### src/rtl/multicycle_control_unit_pkg.sv
// rtl/multicycle_control_unit_pkg.sv - shared encodings for the multicycle controller
// State, opcode, aluOp and pcSrc codes plus the packed control word.
package multicycle_control_unit_pkg;

  typedef enum logic [2:0] {
    ST_FETCH  = 3'd0,
    ST_DECODE = 3'd1,
    ST_EXEC   = 3'd2,
    ST_MEM    = 3'd3,
    ST_WB     = 3'd4,
    ST_HALT   = 3'd5
  } state_e;

  localparam logic [3:0] OP_RTYPE = 4'h0;
  localparam logic [3:0] OP_ADDI  = 4'h1;
  localparam logic [3:0] OP_ANDI  = 4'h2;
  localparam logic [3:0] OP_ORI   = 4'h3;
  localparam logic [3:0] OP_LW    = 4'h4;
  localparam logic [3:0] OP_SW    = 4'h5;
  localparam logic [3:0] OP_BEQ   = 4'h6;
  localparam logic [3:0] OP_JMP   = 4'h7;
  localparam logic [3:0] OP_HALT  = 4'hF;

  // Must stay in step with ALUControl in the Execute stage.
  localparam logic [2:0] ALU_ADD  = 3'b000;
  localparam logic [2:0] ALU_SUB  = 3'b001;
  localparam logic [2:0] ALU_FUNC = 3'b010;
  localparam logic [2:0] ALU_AND  = 3'b011;
  localparam logic [2:0] ALU_OR   = 3'b100;

  localparam logic [1:0] PC_PLUS1  = 2'b00;
  localparam logic [1:0] PC_BRANCH = 2'b01;
  localparam logic [1:0] PC_JUMP   = 2'b10;

  typedef struct packed {
    logic       pc_write;
    logic [1:0] pc_src;
    logic       ir_write;
    logic       mem_read;
    logic       mem_write;
    logic       reg_write;
    logic       mem_to_reg;
    logic       reg_dst;
    logic       alu_src;
    logic [2:0] alu_op;
    logic       halted;
    logic       illegal;
  } ctrl_t;

  localparam int CTRL_W = $bits(ctrl_t);

  function automatic logic is_illegal(input logic [3:0] op);
    return op[3] && (op != OP_HALT);
  endfunction

endpackage

### src/rtl/mcu_output_decode.sv
// rtl/mcu_output_decode.sv - combinational state + opcode to control-word table
module mcu_output_decode
  import multicycle_control_unit_pkg::*;
(
  input  logic [2:0]        state_i,
  input  logic [3:0]        opcode_i,
  input  logic              zero_i,
  input  logic              mem_ready_i,
  output logic [CTRL_W-1:0] ctrl_o
);

  state_e st;
  ctrl_t  c;

  assign st     = state_e'(state_i);
  assign ctrl_o = c;

  always_comb begin
    c = '0;
    case (st)
      ST_FETCH: begin
        c.mem_read = 1'b1;
        if (mem_ready_i) begin
          c.ir_write = 1'b1;
          c.pc_write = 1'b1;
          c.pc_src   = PC_PLUS1;
        end
      end
      ST_DECODE: c.illegal = is_illegal(opcode_i);
      ST_EXEC: begin
        case (opcode_i)
          OP_RTYPE: c.alu_op = ALU_FUNC;
          OP_ADDI:  begin c.alu_src = 1'b1; c.alu_op = ALU_ADD; end
          OP_ANDI:  begin c.alu_src = 1'b1; c.alu_op = ALU_AND; end
          OP_ORI:   begin c.alu_src = 1'b1; c.alu_op = ALU_OR;  end
          OP_LW, OP_SW: begin c.alu_src = 1'b1; c.alu_op = ALU_ADD; end
          OP_BEQ: begin
            c.alu_op   = ALU_SUB;
            c.pc_src   = PC_BRANCH;
            c.pc_write = zero_i;
          end
          OP_JMP: begin
            c.pc_src   = PC_JUMP;
            c.pc_write = 1'b1;
          end
          default: ;
        endcase
      end
      // Strobe is held through wait cycles; the FSM decides when to leave.
      ST_MEM: begin
        c.mem_read  = (opcode_i == OP_LW);
        c.mem_write = (opcode_i == OP_SW);
      end
      ST_WB: begin
        c.reg_write  = 1'b1;
        c.mem_to_reg = (opcode_i == OP_LW);
        c.reg_dst    = (opcode_i == OP_RTYPE);
      end
      ST_HALT: c.halted = 1'b1;
      default: ;
    endcase
  end

endmodule

### src/rtl/multicycle_control_unit.sv
// rtl/multicycle_control_unit.sv - Moore FSM sequencing the multicycle datapath
// Optional retire counter under RETIRE_COUNTER_EN.
module multicycle_control_unit
  import multicycle_control_unit_pkg::*;
#(
  parameter int SINGLE_CYCLE_MEM = 0
) (
  input  logic        inp_clk,
  input  logic        inp_reset,
  input  logic [15:0] inp_instr,
  input  logic        inp_zero,
  input  logic        inp_memReady,
  output logic        out_pcWrite,
  output logic [1:0]  out_pcSrc,
  output logic        out_irWrite,
  output logic        out_memRead,
  output logic        out_memWrite,
  output logic        out_regWrite,
  output logic        out_memToReg,
  output logic        out_regDst,
  output logic        out_aluSrc,
  output logic [2:0]  out_aluOp,
  output logic [2:0]  out_state,
`ifdef RETIRE_COUNTER_EN
  output logic [15:0] out_retired,
`endif
  output logic        out_halted,
  output logic        out_illegal
);

  state_e            state_q, state_d;
  logic [3:0]        opcode;
  logic              mem_ready;
  logic [CTRL_W-1:0] dec_word;
  ctrl_t             ctrl;
  logic              unused_instr_bits;

  assign opcode            = inp_instr[15:12];
  assign mem_ready         = (SINGLE_CYCLE_MEM != 0) || inp_memReady;
  assign unused_instr_bits = ^inp_instr[11:0];

  always_ff @(posedge inp_clk) begin
    if (inp_reset) state_q <= ST_FETCH;
    else           state_q <= state_d;
  end

  always_comb begin
    state_d = state_q;
    case (state_q)
      ST_FETCH:  if (mem_ready) state_d = ST_DECODE;
      ST_DECODE: begin
        if (opcode == OP_HALT)       state_d = ST_HALT;
        else if (is_illegal(opcode)) state_d = ST_FETCH;
        else                         state_d = ST_EXEC;
      end
      ST_EXEC: begin
        case (opcode)
          OP_LW, OP_SW:   state_d = ST_MEM;
          OP_BEQ, OP_JMP: state_d = ST_FETCH;
          default:        state_d = ST_WB;
        endcase
      end
      ST_MEM:  if (mem_ready) state_d = (opcode == OP_LW) ? ST_WB : ST_FETCH;
      ST_WB:   state_d = ST_FETCH;
      ST_HALT: state_d = ST_HALT;
      default: state_d = ST_FETCH;
    endcase
  end

  mcu_output_decode u_decode (
    .state_i     (state_q),
    .opcode_i    (opcode),
    .zero_i      (inp_zero),
    .mem_ready_i (mem_ready),
    .ctrl_o      (dec_word)
  );

  // Reset masks every strobe so an aborted instruction issues no partial write.
  assign ctrl         = inp_reset ? '0 : ctrl_t'(dec_word);
  assign out_state    = inp_reset ? 3'd0 : state_q;
  assign out_pcWrite  = ctrl.pc_write;
  assign out_pcSrc    = ctrl.pc_src;
  assign out_irWrite  = ctrl.ir_write;
  assign out_memRead  = ctrl.mem_read;
  assign out_memWrite = ctrl.mem_write;
  assign out_regWrite = ctrl.reg_write;
  assign out_memToReg = ctrl.mem_to_reg;
  assign out_regDst   = ctrl.reg_dst;
  assign out_aluSrc   = ctrl.alu_src;
  assign out_aluOp    = ctrl.alu_op;
  assign out_halted   = ctrl.halted;
  assign out_illegal  = ctrl.illegal;

`ifdef RETIRE_COUNTER_EN
  logic [15:0] retired_q;
  logic        retire_evt;

  // Only EXEC, MEM and WB can hand back to FETCH from outside FETCH except DECODE.
  assign retire_evt = (state_d == ST_FETCH) &&
                      (state_q == ST_EXEC || state_q == ST_MEM || state_q == ST_WB);

  always_ff @(posedge inp_clk) begin
    if (inp_reset)       retired_q <= 16'd0;
    else if (retire_evt) retired_q <= retired_q + 16'd1;
  end

  assign out_retired = inp_reset ? 16'd0 : retired_q;
`endif

endmodule

### config.mk
export PLATFORM = sky130hd
export DESIGN_NAME = multicycle_control_unit
export DESIGN_NICKNAME = d
export VERILOG_FILES = /design/src/rtl/multicycle_control_unit_pkg.sv /design/src/rtl/mcu_output_decode.sv /design/src/rtl/multicycle_control_unit.sv
export SDC_FILE = /design/constraint.sdc
export NUM_CORES = 1
export LEC_CHECK = 0
export ABC_AREA = 1
export CAP_MARGIN = 10
export CORE_UTILIZATION = 32
export CTS_BUF_LIST = sky130_fd_sc_hd__clkbuf_8 sky130_fd_sc_hd__clkbuf_16
export DETAILED_ROUTE_END_ITERATION = 8
export PLACE_DENSITY_LB_ADDON = 0.15
export RECOVER_POWER = 50
export SYNTH_ARGS = -nofsm -noshare
export SYNTH_HDL_FRONTEND = slang
export SYNTH_SLANG_ARGS = --single-unit
### constraint.sdc
create_clock -name inp_clk -period 1.6 [get_ports inp_clk]
set_input_delay 0.16 -clock inp_clk [delete_from_list [all_inputs] [get_ports inp_clk]]
set_output_delay 0.16 -clock inp_clk [all_outputs]
set_load 0.03 [all_outputs]
==> results of run 1 <==
cell usage after synthesis:
cell / number
a21oi_1: 2
buf_4: 1
dfxtp_1: 3
inv_1: 13
inv_2: 1
nand2_1: 25
nand2_2: 1
nand2_4: 1
nand3_1: 9
nand4_1: 1
nor2_1: 25
nor2_2: 1
nor2_4: 1
nor3_1: 3
nor4_1: 1
through the flow:
stage                     cell area (µm²)  setup slack [ns]  hold slack, ns  power (W)
after detailed placement            665.6           0.04419          0.6511  0.0002459
after floorplan                     427.9          -0.08923          0.3250  0.0001881
after global routing                709.4         -0.002473          0.4866  0.0004878
after global placement              665.6           0.06922          0.6530  0.0002455
final                               709.4           0.04061          0.4515  0.0004672
after CTS                           710.7           0.03447          0.6577  0.0004627
area by class of cell:
cell class | instances | area share
timing repair buffer | 29 | 0.3139
clock inverter | 1 | 0.005291
clock buffer | 3 | 0.05820
sequential | 3 | 0.08642
inverter | 14 | 0.07407
tap | 14 | 0.02469
multi-input combinational | 70 | 0.4374
kinds of logic (layout without fill, tap and decap cells):
kind of cell           after synthesis  in the layout
and+or+nand+nor                     68             68
AOI/OAI and AO/OA                    2              2
buffers and inverters               15             47
DFF                                  3              3
worst min-delay path by stage:
stage,cells past startpoint,startpoint,endpoint,slack (ns)
6_report,4,inp_reset,state_q[1],0.45
5_1_grt,4,inp_reset,state_q[1],0.49
4_1_cts,4,inp_memReady,state_q[0],0.66
3_5_place_dp,3,state_q[2],state_q[0],0.65
3_3_place_gp,3,state_q[2],state_q[0],0.65
2_1_floorplan,3,inp_reset,state_q[1],0.33
critical path, delay by kind of cell, from the launching register on:
family          cells  cell delay, ns
simple gates        3            0.36
flops               1            0.34
buf+inv             2            0.29
compound gates      1            0.19
placed cells by master, fill, tap and decap left out:
| cell | synthesis | final |
|---|---|---|
| clkbuf_8 | 0 | 3 |
| a21oi_1 | 2 | 2 |
| nor4_1 | 1 | 1 |
| buf_4 | 1 | 16 |
| nand4_1 | 1 | 1 |
| inv_2 | 1 | 2 |
| clkdlybuf4s50_1 | 0 | 5 |
| nand2_2 | 1 | 2 |
| nor3_1 | 3 | 3 |
| inv_1 | 13 | 13 |
| clkbuf_1 | 0 | 2 |
| nand2_1 | 25 | 24 |
| dlymetal6s2s_1 | 0 | 2 |
| clkbuf_2 | 0 | 4 |
| nand2_4 | 1 | 1 |
| nor2_2 | 1 | 2 |
| nor2_1 | 25 | 24 |
| dfxtp_2 | 0 | 1 |
| nor2_4 | 1 | 1 |
| nand3_1 | 9 | 9 |
| dfxtp_1 | 3 | 2 |
what timing repair did:
action | in CTS | in global routing
setup endpoints to repair | 0 | 7
buffers inserted | 0 | 1
gates resized for setup | 0 | 5
power breakdown:
group           total, W  switching, W  internal [W]
Combinational   0.000156     0.0000964     0.0000592
Clock           0.000220     0.0000560      0.000164
Sequential     0.0000917     0.0000102     0.0000815
metal layers:
layer | GRT usage | vias up
met1 | 0.2474 | 269
met3 | 0.04070 | 2
met4 | 0.05172 | 0
met2 | 0.3178 | 28
met5 | 0 | -
li1 | - | 332
==> results.yml, run 1 <==
status:
  run_status: "finished, final reports clean"
hold_path:
  hp-class: "in -> reg"
sta:
  worst_pin_slew_ns: 0.3766
  relSlewSlack: 0.7500
  hold_viol: 0
  clock.fmax_ghz: 0.6413
  finalSetupViolCount: 0
  report.final.slew_viol_count: 0
  setup_tns_ns: 0
  finalClockSkew_ns: 0.001631
  post-route-period-util: 0.9746
  finalCriticalPeriod_ns: 1.559
setup_path:
  crit_slowest_cell: "dfxtp_1"
  worstPathArrival_ns: 1.40
  cp_max_fo: 6
  cp_slowest_stage_delay_ns: 0.34
  cp-end-kind: "output port"
  rrSetupSlack_ns: 0.47
  path_cells: "inv_2 -> nand2_4 -> nor2_4 -> nand2_1 -> a21oi_1 -> buf_4"
  crit-reg2reg-launch: "state_q[2]"
  cp-start-kind: "flip-flop"
  worstSetupStartpoint: "state_q[2]"
  endpoint: "out_aluSrc"
  r2r_cells: 8
  cp.required_ns: 1.44
  rr_endpoint: "state_q[0]"
  worstSetupPathType: "reg -> out"
grt:
  grt_pass1_wl_um: 1952
  grtUsageTotal: 0.1913
  grt_overflow: 0
  antenna_found_initial: 0
  grt_max_degree: 9
  grt_pass1_vias: 481
final_layout:
  utilization: 0.6058
  area_growth_pct: 66.76
  drive_gt1_frac: 0.2667
  final-seq-area_um2: 61.31
  regMostFlops: "state_q"
  stdcell_count: 134
  largest_register_ff_count: 3
  diodes: 0
  n_fill_cell: 125
  layout_top_registers: "state_q: 3 flops"
  nets: 141
  multi_input_area_um2: 310.3
logic_synthesis:
  synthTopCellsByArea: "nand2_1, nor2_1, dfxtp_1"
  yosysUniqueCellTypes: 15
  yosys.area.top_type_share: 0.2206
  yosys.area.top_type: "nand2_1"
  synth_xor_area_frac: 0
  syn-cell-area_um2: 425.4
  synth_top_family_by_area: "simple AND/OR/NAND/NOR gates"
  synthMuxAreaShare: 0
  ys_ff_latch: 3
  seq_area_frac_synth: 0.1412
  synthAdderAreaFrac: 0
  syn_area_per_cell_um2: 4.834
  synth_compound_area_frac: 0.02353
  yosysWarnings: 0
  synthesis.instances: 88
  yosys.area_share.simple: 0.6941
  syn_nets: 108
drt:
  post_drt_wl_per_cell_um: 9.784
  drt_iter0_markers: 21
  wl_met3_um: 89
  vias: 631
  viasPerCell: 4.709
  drc: 0
  drt-pass1-iter-count: 4
  drtAntennaViolNets: 0
  wl_um: 1311
  highest_layer: "met4"
  wl_met1_um: 588
  wl_met2_um: 616
clock_network:
  clock-root-buffer: "clkbuf_8"
  cts_hold_buf: 0
  cts_tree: "yes"
  insertion_delay_ns: 0.22
  clk_pin_slew_ns: 0.03
  cts.path.max_buffers: 2
  cts.sinks: 3
  h-tree-depth: 1
  cts-buffers-inserted: 3
placement:
  gp_congestion: 0.8648
  place_inst: 129
  port_buffers: 25
  hpwl_um: 999.7
die:
  start_util: 0.3632
  die_h_um: 38.46
  num_rows: 12
  ioPinCount: 38
  core-area_mm2: 0.001171
  die_w_um: 38.46
  die-area_mm2: 0.001479
run:
  cap_viol_max_count: 0
power_and_ir_drop:
  powerDensity_mw_per_mm2: 658.6
  ir_drop_mv: 0.4341
  power.leakage_nw: 0.4011
No activity file was read; power rests on OpenSTA's default activity.
==> run 2, diff against run 1 <==
Settings changed: CORE_MARGIN set to 2.
==> run 2 against run 1 <==
Effect of this change:
- clock skew increased by 0.00092 ns
- core utilization decreased by 3.3 points
- cell count increased by 1.5%
- power decreased by 0.65%
- sequential share of layout area about the same
- critical endpoint is now out_memRead
- largest power group unchanged
==> results.yml, run 2 (same netlist as run 1, synthesis figures left out) <==
clock_network:
  insertion_delay_ns: 0.22
  cts_hold_buf: 0
  cts.path.max_buffers: 2
  clk_pin_slew_ns: 0.03
  cts_tree: "yes"
  cts.sinks: 3
  cts-buffers-inserted: 3
  h-tree-depth: 1
  clock-root-buffer: "clkbuf_8"
run:
  cap_viol_max_count: 0
drt:
  post_drt_wl_per_cell_um: 9.618
  drc: 0
  drt_iter0_markers: 28
  vias: 637
  drtAntennaViolNets: 0
  drt-pass1-iter-count: 4
  wl_um: 1308
  viasPerCell: 4.684
setup_path:
  cp-start-kind: "input pin"
  worstPathArrival_ns: 1.35
  crit_slowest_cell: "clkdlybuf4s50_1"
  path_buf_inv: 2
  cp_max_fo: 5
  cp-end-kind: "output port"
  path_cells: "clkdlybuf4s50_1 -> nand2_2 -> nor2_1 -> nand2_1 -> a21oi_1 -> buf_4"
  worstSetupPathType: "in -> out"
  cp.required_ns: 1.44
  cp_top_family: "buffers and inverters"
  cp_slowest_stage_delay_ns: 0.54
power_and_ir_drop:
  ir_drop_mv: 0.2812
  powerDensity_mw_per_mm2: 638.5
  fin_total_pwr_w: 0.0004642
  power.leakage_nw: 0.4031
sta:
  relSlewSlack: 0.7606
  finalClockSkew_ns: 0.002548
  rsz0062_at_grt: "false"
  finalSetupViolCount: 0
  worst_pin_slew_ns: 0.3606
  finalWorstSetupSlack_ns: 0.09043
  post-route-period-util: 0.9435
  finalCriticalPeriod_ns: 1.510
  setup_tns_ns: 0
  clock.fmax_ghz: 0.6624
  hold_viol: 0
  report.final.slew_viol_count: 0
  whs_ns: 0.4357
die:
  core-area_mm2: 0.001269
  die_h_um: 40.46
  ioPinCount: 38
  die-area_mm2: 0.001637
  num_rows: 13
  die_w_um: 40.46
  start_util: 0.3353
final_layout:
  final_cell_mix: "nor2_1, nand2_1, buf_4"
  diodes: 0
  area_growth_pct: 70.88
  drive_gt1_frac: 0.2893
  final-seq-area_um2: 62.56
  layout_top_registers: "state_q: 3 flops"
  n_fill_cell: 134
  nets: 142
  multi_input_area_um2: 320.3
  largest_register_ff_count: 3
  regMostFlops: "state_q"
placement:
  gp_congestion: 0.7561
  port_buffers: 25
  hpwl_um: 1013
  place_ws_ns: 0.03033
status:
  run_status: "finished, final reports clean"
grt:
  grt_overflow: 0
  grt_pass1_vias: 534
  grt_pass1_wl_um: 2221
  grtUsageTotal: 0.2136
  antenna_found_initial: 0
  grt_max_degree: 7
hold_path:
  hp-class: "in -> reg"
==> run 2: per-layer routing <==
metal / wire [µm] / track usage / vias up
li1: - / - / 337
met5: 0 / 0 / -
met3: 126 / 0.05556 / 2
met4: 25 / 0.1750 / 0
met1: 559 / 0.2492 / 263
met2: 596 / 0.3214 / 35
==> run 2: tightest hold or removal path: stages <==
cell and delay (ns):
dlymetal6s2s_1 0.16, nor2_2 0.06, nand2_1 0.08, nand3_1 0.06, nand2_1 0.06, inv_1 0.03
==> run 2: per-stage QoR <==
stage	std cells	utilization	area [µm²]
4_1_cts	134	0.5611	711.9
5_1_grt	136	0.5730	726.9
6_report	136	0.5730	726.9
2_1_floorplan	88	-	427.9
3_5_place_dp	130	0.5256	666.9
3_3_place_gp	130	0.5256	666.9
==> run 2: layout make-up <==
| class | instances | share of cell area |
|---|---|---|
| flip-flops and latches | 3 | 0.08606 |
| repair buffers | 30 | 0.3133 |
| inverters | 14 | 0.07229 |
| multi-input cells | 70 | 0.4406 |
| well taps | 15 | 0.02582 |
| clock buffers | 3 | 0.05680 |
| clock inverters | 1 | 0.005164 |
==> run 2: what timing repair did <==
action,CTS,global route
buffers inserted,0,2
gates resized for setup,0,9
setup endpoints to repair,0,8
==> run 2: path summary, 6_finish.rpt <==
check | start | cells after the start | end | slack (ns)
min | inp_instr[13] | 6 | state_q[1] | 0.44
max | inp_instr[14] | 6 | out_memRead | 0.09
min reg2reg | state_q[0] | 4 | state_q[0] | 0.65
max reg2reg | state_q[2] | 8 | state_q[2] | 0.50
==> run 2: power breakdown <==
part | internal (W) | leakage [nW] | switching [W] | total, W
Sequential | 0.0000818 | 0.0253 | 0.0000106 | 0.0000924
Clock | 0.000164 | 0.0269 | 0.0000528 | 0.000216
Combinational | 0.0000600 | 0.351 | 0.0000954 | 0.000155
==> run 3, diff against run 2 <==
Settings changed: HOLD_SLACK_MARGIN set to 0.02.
==> results of run 3 <==
Same layout as run 2: the final DEF is identical, and so are final timing and power.
